`config.mk`:
```
export PLATFORM = sky130hd
export DESIGN_NAME = des_sbox_bank
export DESIGN_NICKNAME = d
export VERILOG_FILES = /design/src/rtl/des_sbox_bank.sv
export SDC_FILE = /design/constraint.sdc
export NUM_CORES = 1
export LEC_CHECK = 0
export CORE_AREA = 5 5 161 124
export DETAILED_ROUTE_END_ITERATION = 7
export DIE_AREA = 0 0 166 129
export HOLD_SLACK_MARGIN = 0.08
export SYNTH_ARGS = -nofsm -noshare
export SYNTH_HDL_FRONTEND = slang
export SYNTH_SLANG_ARGS = --single-unit
```
`constraint.sdc`:
```
create_clock -name clk -period 4.26 [get_ports clk]
set_input_delay 0.852 -clock clk [delete_from_list [all_inputs] [get_ports clk]]
set_output_delay 0.852 -clock clk [all_outputs]
set_load 0.03 [all_outputs]
```
`src/rtl/des_sbox_bank.sv`:
```
// DES substitution stage: eight S-box lookups on a 48-bit keyed word,
// LANES boxes per cycle, valid/ready on both sides.
//
// state | meaning
// IDLE  | waiting for a word, in_ready high
// BUSY  | one group of LANES lookups per cycle, NPASS cycles total
// DONE  | result presented on dout, waiting for out_ready
module des_sbox_bank #(
  parameter int LANES = 8
) (
  input  logic        clk,
  input  logic        rst_n,
  input  logic        in_valid,
  output logic        in_ready,
  input  logic [47:0] din,
  output logic        out_valid,
  input  logic        out_ready,
  output logic [31:0] dout
);

  localparam int NPASS = 8 / LANES;
  localparam int CW    = (NPASS > 1) ? $clog2(NPASS) : 1;
  localparam logic [CW-1:0] LAST_PASS = CW'(NPASS - 1);

  // S1..S8, each 4 rows x 16 columns, entry (box,row,col) at nibble box*64+row*16+col from the top
  localparam logic [2047:0] SBOX_ROM = {
    256'hE4D12FB83A6C5907_0F74E2D1A6CB9538_41E8D62BFC973A50_FC8249175B3EA06D,
    256'hF18E6B34972DC05A_3D47F28EC01A69B5_0E7BA4D158C6932F_D8A13F42B67C05E9,
    256'hA09E63F51DC7B428_D709346A285ECBF1_D6498F30B12C5AE7_1AD069874FE3B52C,
    256'h7DE3069A1285BC4F_D8B56F03472C1AE9_A690CB7DF13E5284_3F06A1D8945BC72E,
    256'h2C417AB6853FD0E9_EB2C47D150FA3986_421BAD78F9C5630E_B8C71E2D6F09A453,
    256'hC1AF92680D34E75B_AF427C9561DE0B38_9EF528C3704A1DB6_432C95FABE17608D,
    256'h4B2EF08D3C975A61_D0B7491AE35C2F86_14BDC37EAF680592_6BD814A7950FE23C,
    256'hD2846FB1A93E50C7_1FD8A374C56B0E92_7B419CE206ADF358_21E74A8DFC90356B
  };

  function automatic logic [3:0] sbox(input logic [2:0] box, input logic [5:0] b);
    logic [8:0] idx;
    idx = {box, b[5], b[0], b[4:1]};
    return SBOX_ROM[11'd2047 - {idx, 2'b00} -: 4];
  endfunction

  typedef enum logic [1:0] {IDLE, BUSY, DONE} state_t;

  state_t            state;
  logic [47:0]       in_sr;
  logic [31:0]       res_sr;
  logic [CW-1:0]     pass_cnt;
  logic [2:0]        box_base;
  logic [4*LANES-1:0] lane_res;
  logic [31:0]       res_next;

  assign box_base = 3'(int'(pass_cnt) * LANES);

  always_comb begin
    lane_res = '0;
    for (int l = 0; l < LANES; l++) begin
      lane_res[4*(LANES-1-l) +: 4] = sbox(box_base + 3'(l), in_sr[47-6*l -: 6]);
    end
  end

  assign res_next = (res_sr << (4*LANES)) | 32'(lane_res);
  assign in_ready = (state == IDLE) | ((state == DONE) & out_ready);

  always_ff @(posedge clk or negedge rst_n) begin
    if (!rst_n) begin
      state     <= IDLE;
      in_sr     <= '0;
      res_sr    <= '0;
      pass_cnt  <= '0;
      out_valid <= 1'b0;
      dout      <= '0;
    end else begin
      case (state)
        IDLE: begin
          if (in_valid) begin
            in_sr    <= din;
            pass_cnt <= '0;
            state    <= BUSY;
          end
        end
        BUSY: begin
          in_sr  <= in_sr << (6*LANES);
          res_sr <= res_next;
          if (pass_cnt == LAST_PASS) begin
            pass_cnt  <= '0;
            dout      <= res_next;
            out_valid <= 1'b1;
            state     <= DONE;
          end else begin
            pass_cnt <= pass_cnt + CW'(1);
          end
        end
        DONE: begin
          if (out_ready) begin
            out_valid <= 1'b0;
            if (in_valid) begin
              in_sr    <= din;
              pass_cnt <= '0;
              state    <= BUSY;
            end else begin
              state <= IDLE;
            end
          end
        end
        default: begin
          state     <= IDLE;
          out_valid <= 1'b0;
        end
      endcase
    end
  end

endmodule

```
==> Word-level counts from Yosys, hierarchy flattened <==
Index checks and enable logic that the tools add are counted.
{ "classes": {"mux": 15, "bitwise_logic": 4, "n_addsub": 9, "n_eq_ne": 5, "shifts": 8, "n_reduce_logical": 6} }
{ "ops": {"columns": ["cell", "count"], "rows": [
  ["indexed part select 2051 x 12 -> 4 bit, first input constant", 8],
  ["case mux 48 bit (3 select lines)", 1],
  ["two-way mux 48 bit", 2],
  ["subtractor 1 x 10 -> 11 bit, first input constant", 2],
  ["subtractor 11 x 10 -> 11 bit, first input constant", 2],
  ["subtractor 11 bit, first input constant", 2],
  ["subtractor 1 x 9 -> 10 bit, first input constant", 2],
  ["two-way mux 1 bit", 6],
  ["two-way mux 2 bit", 3],
  ["inequality test 2 bit, second input constant", 3],
  ["case mux 1 bit (3 select lines)", 2],
  ["case mux 2 bit (3 select lines)", 1],
  ["AND reduction 3 bit", 2],
  ["AND reduction 2 bit", 2],
  ["nonzero test 3 bit", 1],
  ["equality test 2 x 1 -> 1 bit, second input constant", 1],
  ["equality test 2 bit, second input constant", 1],
  ["logical NOT 2 bit", 1],
  ["inverter 1 bit", 2],
  ["adder 1 bit, second input constant", 1],
  ["AND 1 bit", 1],
  ["bitwise OR 1 bit", 1]
]} }
{ "word_totals": {"wordCells": 52, "inputBits": 52, "ff_bits": 84, "output_inout_bits": 34} }

==> Depth between registers and ports, before layout <==
Gate-level depths: netlist (run 1).
{ "depth": {"word_depth": 3, "depth_mapped": 9, "ltp_nobuf": 7} }

==> Least setup slack after synthesis (run 1) <==
No wires, ideal clock.
{ "synth_timing": {"kind": "register to register", "startpoint": "reg in_sr[7]", "endpoint": "reg dout[6]", "arrival_time_ns": 2.242, "path_buffers": 2, "t_required_ns": 4.139, "setup_time_ns": 0.121, "path_stages_with_launch": 9, "period_less_slack_ns": 2.363, "path_slack_ns": 1.897, "path_cell_list": "dfrtp_1 > clkbuf_1 > inv_1 > ha_1 > clkbuf_1 > mux4_2 > a211oi_1 > nor2_1 > a22o_1"} }
{ "synth_via": {"elab_chain_len": 2} }
{ "synth_rtl": {"columns": ["element", "line", "text"], "rows": [
  ["start, declared", "46", "logic [47:0] in_sr;"],
  ["start signal, assigned", "77", "in_sr <= din;"],
  ["start signal, assigned", "83", "in_sr <= in_sr << (6*LANES);"],
  ["start signal, assigned", "98", "in_sr <= din;"],
  ["subtractor 1 x 10 -> 11 bit", "40", "return SBOX_ROM[11'd2047 - {idx, 2'b00} -: 4];"],
  ["indexed part select 2051 x 12 -> 4 bit", "40", null],
  ["end signal, assigned", "87", "dout <= res_next;"],
  ["end, declared", "18", "output logic [31:0] dout"]
]} }
No other way between the ends.
A chain may end at the register's enable or synchronous reset.

==> Worst setup path in the final report (run 1) <==
{ "layout_timing": {"startpoint": "in out_ready", "endpoint": "out in_ready"} }
{ "layout_via": {"elab_chain_len": 2} }
{ "layout_rtl": {"columns": ["element", "line", "text"], "rows": [
  ["start, declared", "17", "input logic out_ready,"],
  ["AND 1 bit", "63", "assign in_ready = (state == IDLE) | ((state == DONE) & out_ready);"],
  ["bitwise OR 1 bit", "63", null],
  ["end, declared", "14", "output logic in_ready,"]
]} }
No other way between the ends.

==> results.md, run 1 <==
* # rows at 43
* Area Growth Syn to Fin at 14.0%
* Crit Path Category: input port to output pin
* Maxcap violations at 0
* Final Cell Area at 8940 um^2
* Multi-input logic area at 5120 um^2
* Core area at 18200 um^2
* Critical Path AT at 2.26 ns
* Number of global-route vias before repair at 6257
* Die W at 166 um
* Post-synth EDFFs at 0
* Critical Path, Cell by Cell: clkdlybuf4s50_1, inv_1, a21oi_1, clkdlybuf4s50_1
* Port bufs at 85
* Vias at 6773
* Avg Cell Area, Syn at 8.02 um^2
* Max-slew violation count at 0
* Final net count at 1093
* TritonRoute pass-1 iters at 5
* CTS max path bufs at 2
* Initial drt markers at 570
* Max FO, Critical Path at 3
* Slowest CP cell: clkdlybuf4s50_1
* Final Hold Viols at 0
* Clock Sinks at 83
* Async SR Flop Fraction at 1.00
* Unrepaired setup endpoints after global routing: no
* Post-cts hold buffer count at 0
* Gr ovfl total at 0
* VDD IR max at 0.202 mV
* Global-route wire length before repair at 33.0 mm
* Worst Path Required at 3.41 ns
* CTS tree: built
* CP most frequent cell: clkdlybuf4s50_1
* Post-CTS setup buffers at 0
* Largest net degree at the start of global routing at 57
* Final wirelength at 19.6 mm
* Reg-to-reg endpoint: dout[30]
* Clock latency on the worst-skew pair at 0.35 ns
* Tcrit/Tclk final at 0.731
* Clock Pin Slew Worst Setup and Hold Paths at 0.06 ns
* Min Tclk post-route at 3.11 ns
* Die area at 21400 um^2
* Worst hold endpoint: dout[9]
* GRT Total Usage at 0.184
* CTS resizes at 0
* Root buffer cell: clkbuf_16
* Starting Density at 0.430
* Reg2Reg Depth at 7
* CTS HTree Levels at 3
* Top-area cell type share of the netlist area at 0.265
* Post-synth top area cell: dfrtp_1
* IO Pins at 86
* Fillcell total at 1771
* Run status: complete, no violations
* Layout cells sized above 1 at 0.0498
* Clock Skew at 0.00427 ns
* Synthesized area at 7840 um^2
* RR Startpoint: in_sr[44]
* FF+latch count, synth at 83
* RePlAce Congestion at 0.879
* HP Start: dout[9]
* Dpl hpwl at 13.1 mm
* Worst hold path class: flip-flop to flip-flop
* Net Count, Synth at 1092
* Ys flop type: dfrtp_1
* Initial antenna violation count at 0
* DRC Markers at 0
* Total CTS buffers at 9
* Hold Path Cell Cnt at 2
* Wire per inst at 15.9 um
* Seq/Total Area, Yosys at 0.265
* Routed vias/inst at 5.51
* Achievable clock frequency at 0.321 GHz
* Final core utilization at 0.490
* Pwr Density at 573 nW/um^2
* Area contributors post-synth: dfrtp_1, ha_1, nand2_1
* Slew @ Worst Pin at 0.972 ns
* Register area at 2080 um^2
* Die height at 129 um
* Synth warn at 0
* Post-DP Area at 8590 um^2
* Setup TNS at 0 ns
* Routed Antenna Nets at 0
* CP Capture Type: output pin
* Flop2flop setup slack at 1.67 ns
* CP peak stage delay at 0.70 ns
* WHS at 0.475 ns
* Final setup violation count at 0
* Final antenna diode count at 0
* Startpoint types: input port
* Count of cell types in the netlist at 66
* Slew HR at 0.352
* Gate Count Post-Synth at 978
* Lkg Pwr at 3.68 nW
[state kept, by name (all words and copies together) (netlist names)]
signal	cells
in_sr	48
dout	32
state	2
out_valid	1
[final cells by class]
cell class                      instances  share of cell area
Inverter                               48              0.0202
Timing Repair Buffer                   90               0.101
Clock buffer                           11              0.0283
Clock inverter                          4              0.0109
Multi-Input combinational cell        747               0.573
Sequential cell                        83               0.232
Tap cell                              247              0.0346
[through the flow]
| stage | power, mW | std cells | worst slack, ns |
|---|---|---|---|
| 2_1_floorplan | 3.48 | 978 | 1.90 |
| 3_3_place_gp | 4.19 | 1215 | 1.15 |
| 3_5_place_dp | 4.21 | 1215 | 1.15 |
| 4_1_cts | 5.16 | 1230 | 1.14 |
| 5_1_grt | 5.54 | 1230 | 1.07 |
| 6_report | 5.12 | 1230 | 1.15 |
[report_power, final]
part | switching [mW] | internal [mW] | total, mW | leakage [nW]
registers | 0.566 | 1.03 | 1.60 | 1.03
logic | 1.37 | 1.22 | 2.59 | 2.48
clock network | 0.332 | 0.602 | 0.934 | 0.168
[cell families (layout without fill, tap and decap cells)]
| kind of cell | count (synthesis) | count (layout) | share of synthesized area |
|---|---|---|---|
| simple gates | 325 | 325 | 0.189 |
| compound gates | 287 | 287 | 0.251 |
| buf+inv | 148 | 153 | 0.0828 |
| flops | 83 | 83 | 0.265 |
| fa+ha+maj | 63 | 63 | 0.100 |
| mux | 39 | 39 | 0.0749 |
| xor+xnor | 33 | 33 | 0.0369 |
[placed cells by master, fill, tap and decap left out, types with 5 or more instances in the layout]
cell,n
o211ai_1,20
a211o_1,9
a31oi_1,12
nor2b_1,18
clkdlybuf4s50_1,84
nor2_1,47
a2111oi_0,7
clkbuf_16,9
a21oi_1,41
buf_4,5
xnor2_1,15
nand2b_1,24
ha_1,62
nor3_1,20
a211oi_1,27
inv_1,45
mux2_2,6
nand3_1,32
a21o_1,5
xor2_1,18
o31ai_1,41
o22ai_1,7
o2111ai_1,6
o21ai_0,60
a311oi_1,8
o21a_1,5
o311ai_0,7
mux2i_1,17
nor3b_1,5
dfrtp_1,83
nand2_1,155
mux4_2,15
[cell usage after synthesis, drive strengths merged (20+ instances only)]
cell,number
nand2b,25
a211oi,27
dfrtp,83
o211ai,20
nand2,155
buf,54
nor2,47
inv,46
o31ai,41
nor3,20
clkbuf,46
ha,62
a21oi,41
nand3,32
o21ai,62
[metal layers]
layer  global-route usage  vias to the layer above  routed length [um]
li1                     -                     3487                   -
met1                0.277                     3149               10200
met2                0.270                      121                8360
met3               0.0402                       16                 754
met4               0.0422                        0                 218
met5                    0                        -                   0
[worst max path at each step]
stage	from	end	slack, ns	depth (start not counted)
after floorplan	in_sr[7]	dout[6]	1.90	8
final	out_ready	in_ready	1.15	4
after global routing	out_ready	in_ready	1.07	4
after CTS	out_ready	in_ready	1.14	4
after detailed placement	out_ready	in_ready	1.15	4
after global placement	out_ready	in_ready	1.15	4
[worst max-delay path: cells and delay by family]
kind / cells / cell delay, ns
buffers and inverters: 3 / 1.23
AOI/OAI and AO/OA: 1 / 0.17
Power figures use the tool's default switching activity.
==> run 2, diff against run 1 <==
--- a/config.mk
+++ b/config.mk
@@ -9,6 +9,7 @@
 export DETAILED_ROUTE_END_ITERATION = 7
 export DIE_AREA = 0 0 166 129
 export HOLD_SLACK_MARGIN = 0.08
+export PLACE_DENSITY = 0.66
 export SYNTH_ARGS = -nofsm -noshare
 export SYNTH_HDL_FRONTEND = slang
 export SYNTH_SLANG_ARGS = --single-unit
==> constraint.sdc (replaced) <==
create_clock -name clk -period 2.7 [get_ports clk]
set_input_delay 0.54 -clock clk [delete_from_list [all_inputs] [get_ports clk]]
set_output_delay 0.54 -clock clk [all_outputs]
set_load 0.03 [all_outputs]
==> results.md, run 2 (synthesis results as in run 1) <==
* Run status: complete, no violations
* Dpl ws at 0.184 ns
* Total CTS buffers at 9
* Vias at 7043
* Starting Density at 0.430
* Top flop regs: in_sr: 48 flops, dout: 32 flops, state: 2 flops
* DRC Markers at 0
* Reg2Reg Depth at 7
* Final wirelength at 19.6 mm
* Maxcap violations at 0
* Final setup violation count at 0
* Startpoint types: input port
* Clock latency on the worst-skew pair at 0.34 ns
* TritonRoute pass-1 iters at 5
* Lkg Pwr at 3.83 nW
* Critical path buffers and inverters at 3
* Max FO, Critical Path at 3
* Slew @ Worst Pin at 0.916 ns
* GRT Total Usage at 0.182
* Wire per inst at 15.5 um
* Root buffer cell: clkbuf_16
* Worst hold path class: input port to asynchronous set/reset pin
* Layout cells sized above 1 at 0.0787
* Slew HR at 0.389
* Routed Antenna Nets at 0
* IO Pins at 86
* Post-cts hold buffer count at 0
* Commonest non-fill, non-tap cells in the layout: nand2_1, clkdlybuf4s50_1, dfrtp_1
* Commonest non-fill, non-tap cell in the layout: nand2_1
* Post-route setup slack at 0.178 ns
* Initial drt markers at 584
* WHS at 0.157 ns
* Reg-to-reg endpoint: dout[9]
* RePlAce Congestion at 0.895
* Achievable clock frequency at 0.397 GHz
* Core area at 18200 um^2
* RR Startpoint: in_sr[14]
* Final Hold Viols at 0
* CTS resizes at 0
* Slowest CP cell: clkdlybuf4s50_1
* Initial antenna violation count at 0
* Clock Pin Slew Worst Setup and Hold Paths at 0.06 ns
* CTS HTree Levels at 3
* Setup TNS at 0 ns
* CP Capture Type: output pin
* Final net count at 1125
* Most flop-heavy register: in_sr
* Global-route wire length before repair at 33.0 mm
* Largest net degree at the start of global routing at 37
* Max-slew violation count at 0
* Gr ovfl total at 0
* Routed vias/inst at 5.58
* Port bufs at 85
* Die height at 129 um
* Clock Sinks at 83
* Critical Path, Cell by Cell: clkdlybuf4s50_1, inv_1, a21oi_1, clkdlybuf4s50_1
* Post-CTS setup buffers at 0
* # rows at 43
* Largest delay share family, worst path: buffers and inverters
* Area Growth Syn to Fin at 16.9%
* Min Tclk post-route at 2.52 ns
* Dpl hpwl at 13.5 mm
* Final antenna diode count at 0
* Crit Path Category: input port to output pin
* CTS max path bufs at 2
* CP most frequent cell: clkdlybuf4s50_1
* Worst Path Required at 2.16 ns
* Clock Skew at 0.00615 ns
* Critical Path AT at 1.98 ns
* Pwr Density at 886 nW/um^2
* Die area at 21400 um^2
* VDD IR max at 0.445 mV
* Unrepaired setup endpoints after global routing: no
* Flop2flop setup slack at 0.45 ns
* CTS tree: built
* CP peak stage delay at 0.70 ns
* Max reg flops at 48
* Number of global-route vias before repair at 6384
* Tcrit/Tclk final at 0.934
* Die W at 166 um
run 2: cell types whose count changed in the layout (fill, tap and decap cells not counted), sizes merged:
| cell | change |
|---|---|
| buf | +32 |
| bufinv | -1 |
| clkbuf | +1 |
| clkinv | +2 |
| clkinvlp | -1 |
run 2: final cells by class:
type / instances / area [um^2]
Multi-Input combinational cell: 747 / 5120
Timing Repair Buffer: 122 / 1150
Fill cell: 1724 / 9080
Clock inverter: 4 / 73.8
Inverter: 48 / 180
Tap cell: 247 / 309
Sequential cell: 83 / 2080
Clock buffer: 12 / 246
run 2: worst max path at each step:
stage | from | endpoint | slack (ns) | cells after the start
finish | out_ready | in_ready | 0.18 | 4
global placement | out_ready | in_ready | 0.22 | 4
global route | out_ready | in_ready | 0.13 | 4
floorplan | in_sr[7] | dout[6] | 0.34 | 8
detailed placement | out_ready | in_ready | 0.18 | 4
CTS | out_ready | in_ready | 0.18 | 4
run 2: where the power goes:
group          total, mW  internal (mW)  switching [mW]
Combinational       4.48           2.05            2.43
Sequential          2.31           1.63           0.672
Clock               1.34          0.836           0.500
run 2: metal layers:
metal  up-vias  global-route usage  routed length, um
li1       3557                   -                  -
met1      3274               0.275               9990
met2       191               0.267               8200
met3        21              0.0439               1190
met4         0              0.0320                199
met5         -                   0                  0
run 2: worst register-to-register path: stages (launching register included):
cell       delay [ns]
dfrtp_1          0.55
inv_1            0.20
ha_1             0.48
a21oi_1          0.18
o21a_1           0.13
a211oi_1         0.04
a2111oi_0        0.42
o31ai_1          0.11
run 2: metrics by stage:
step	instance area (um^2)	std cells	power, mW	util
floorplan	7840	978	5.48	-
global placement	8840	1247	6.73	0.485
detailed placement	8840	1247	6.78	0.485
CTS	9160	1263	8.16	0.502
global route	9160	1263	8.78	0.502
finish	9160	1263	8.12	0.502
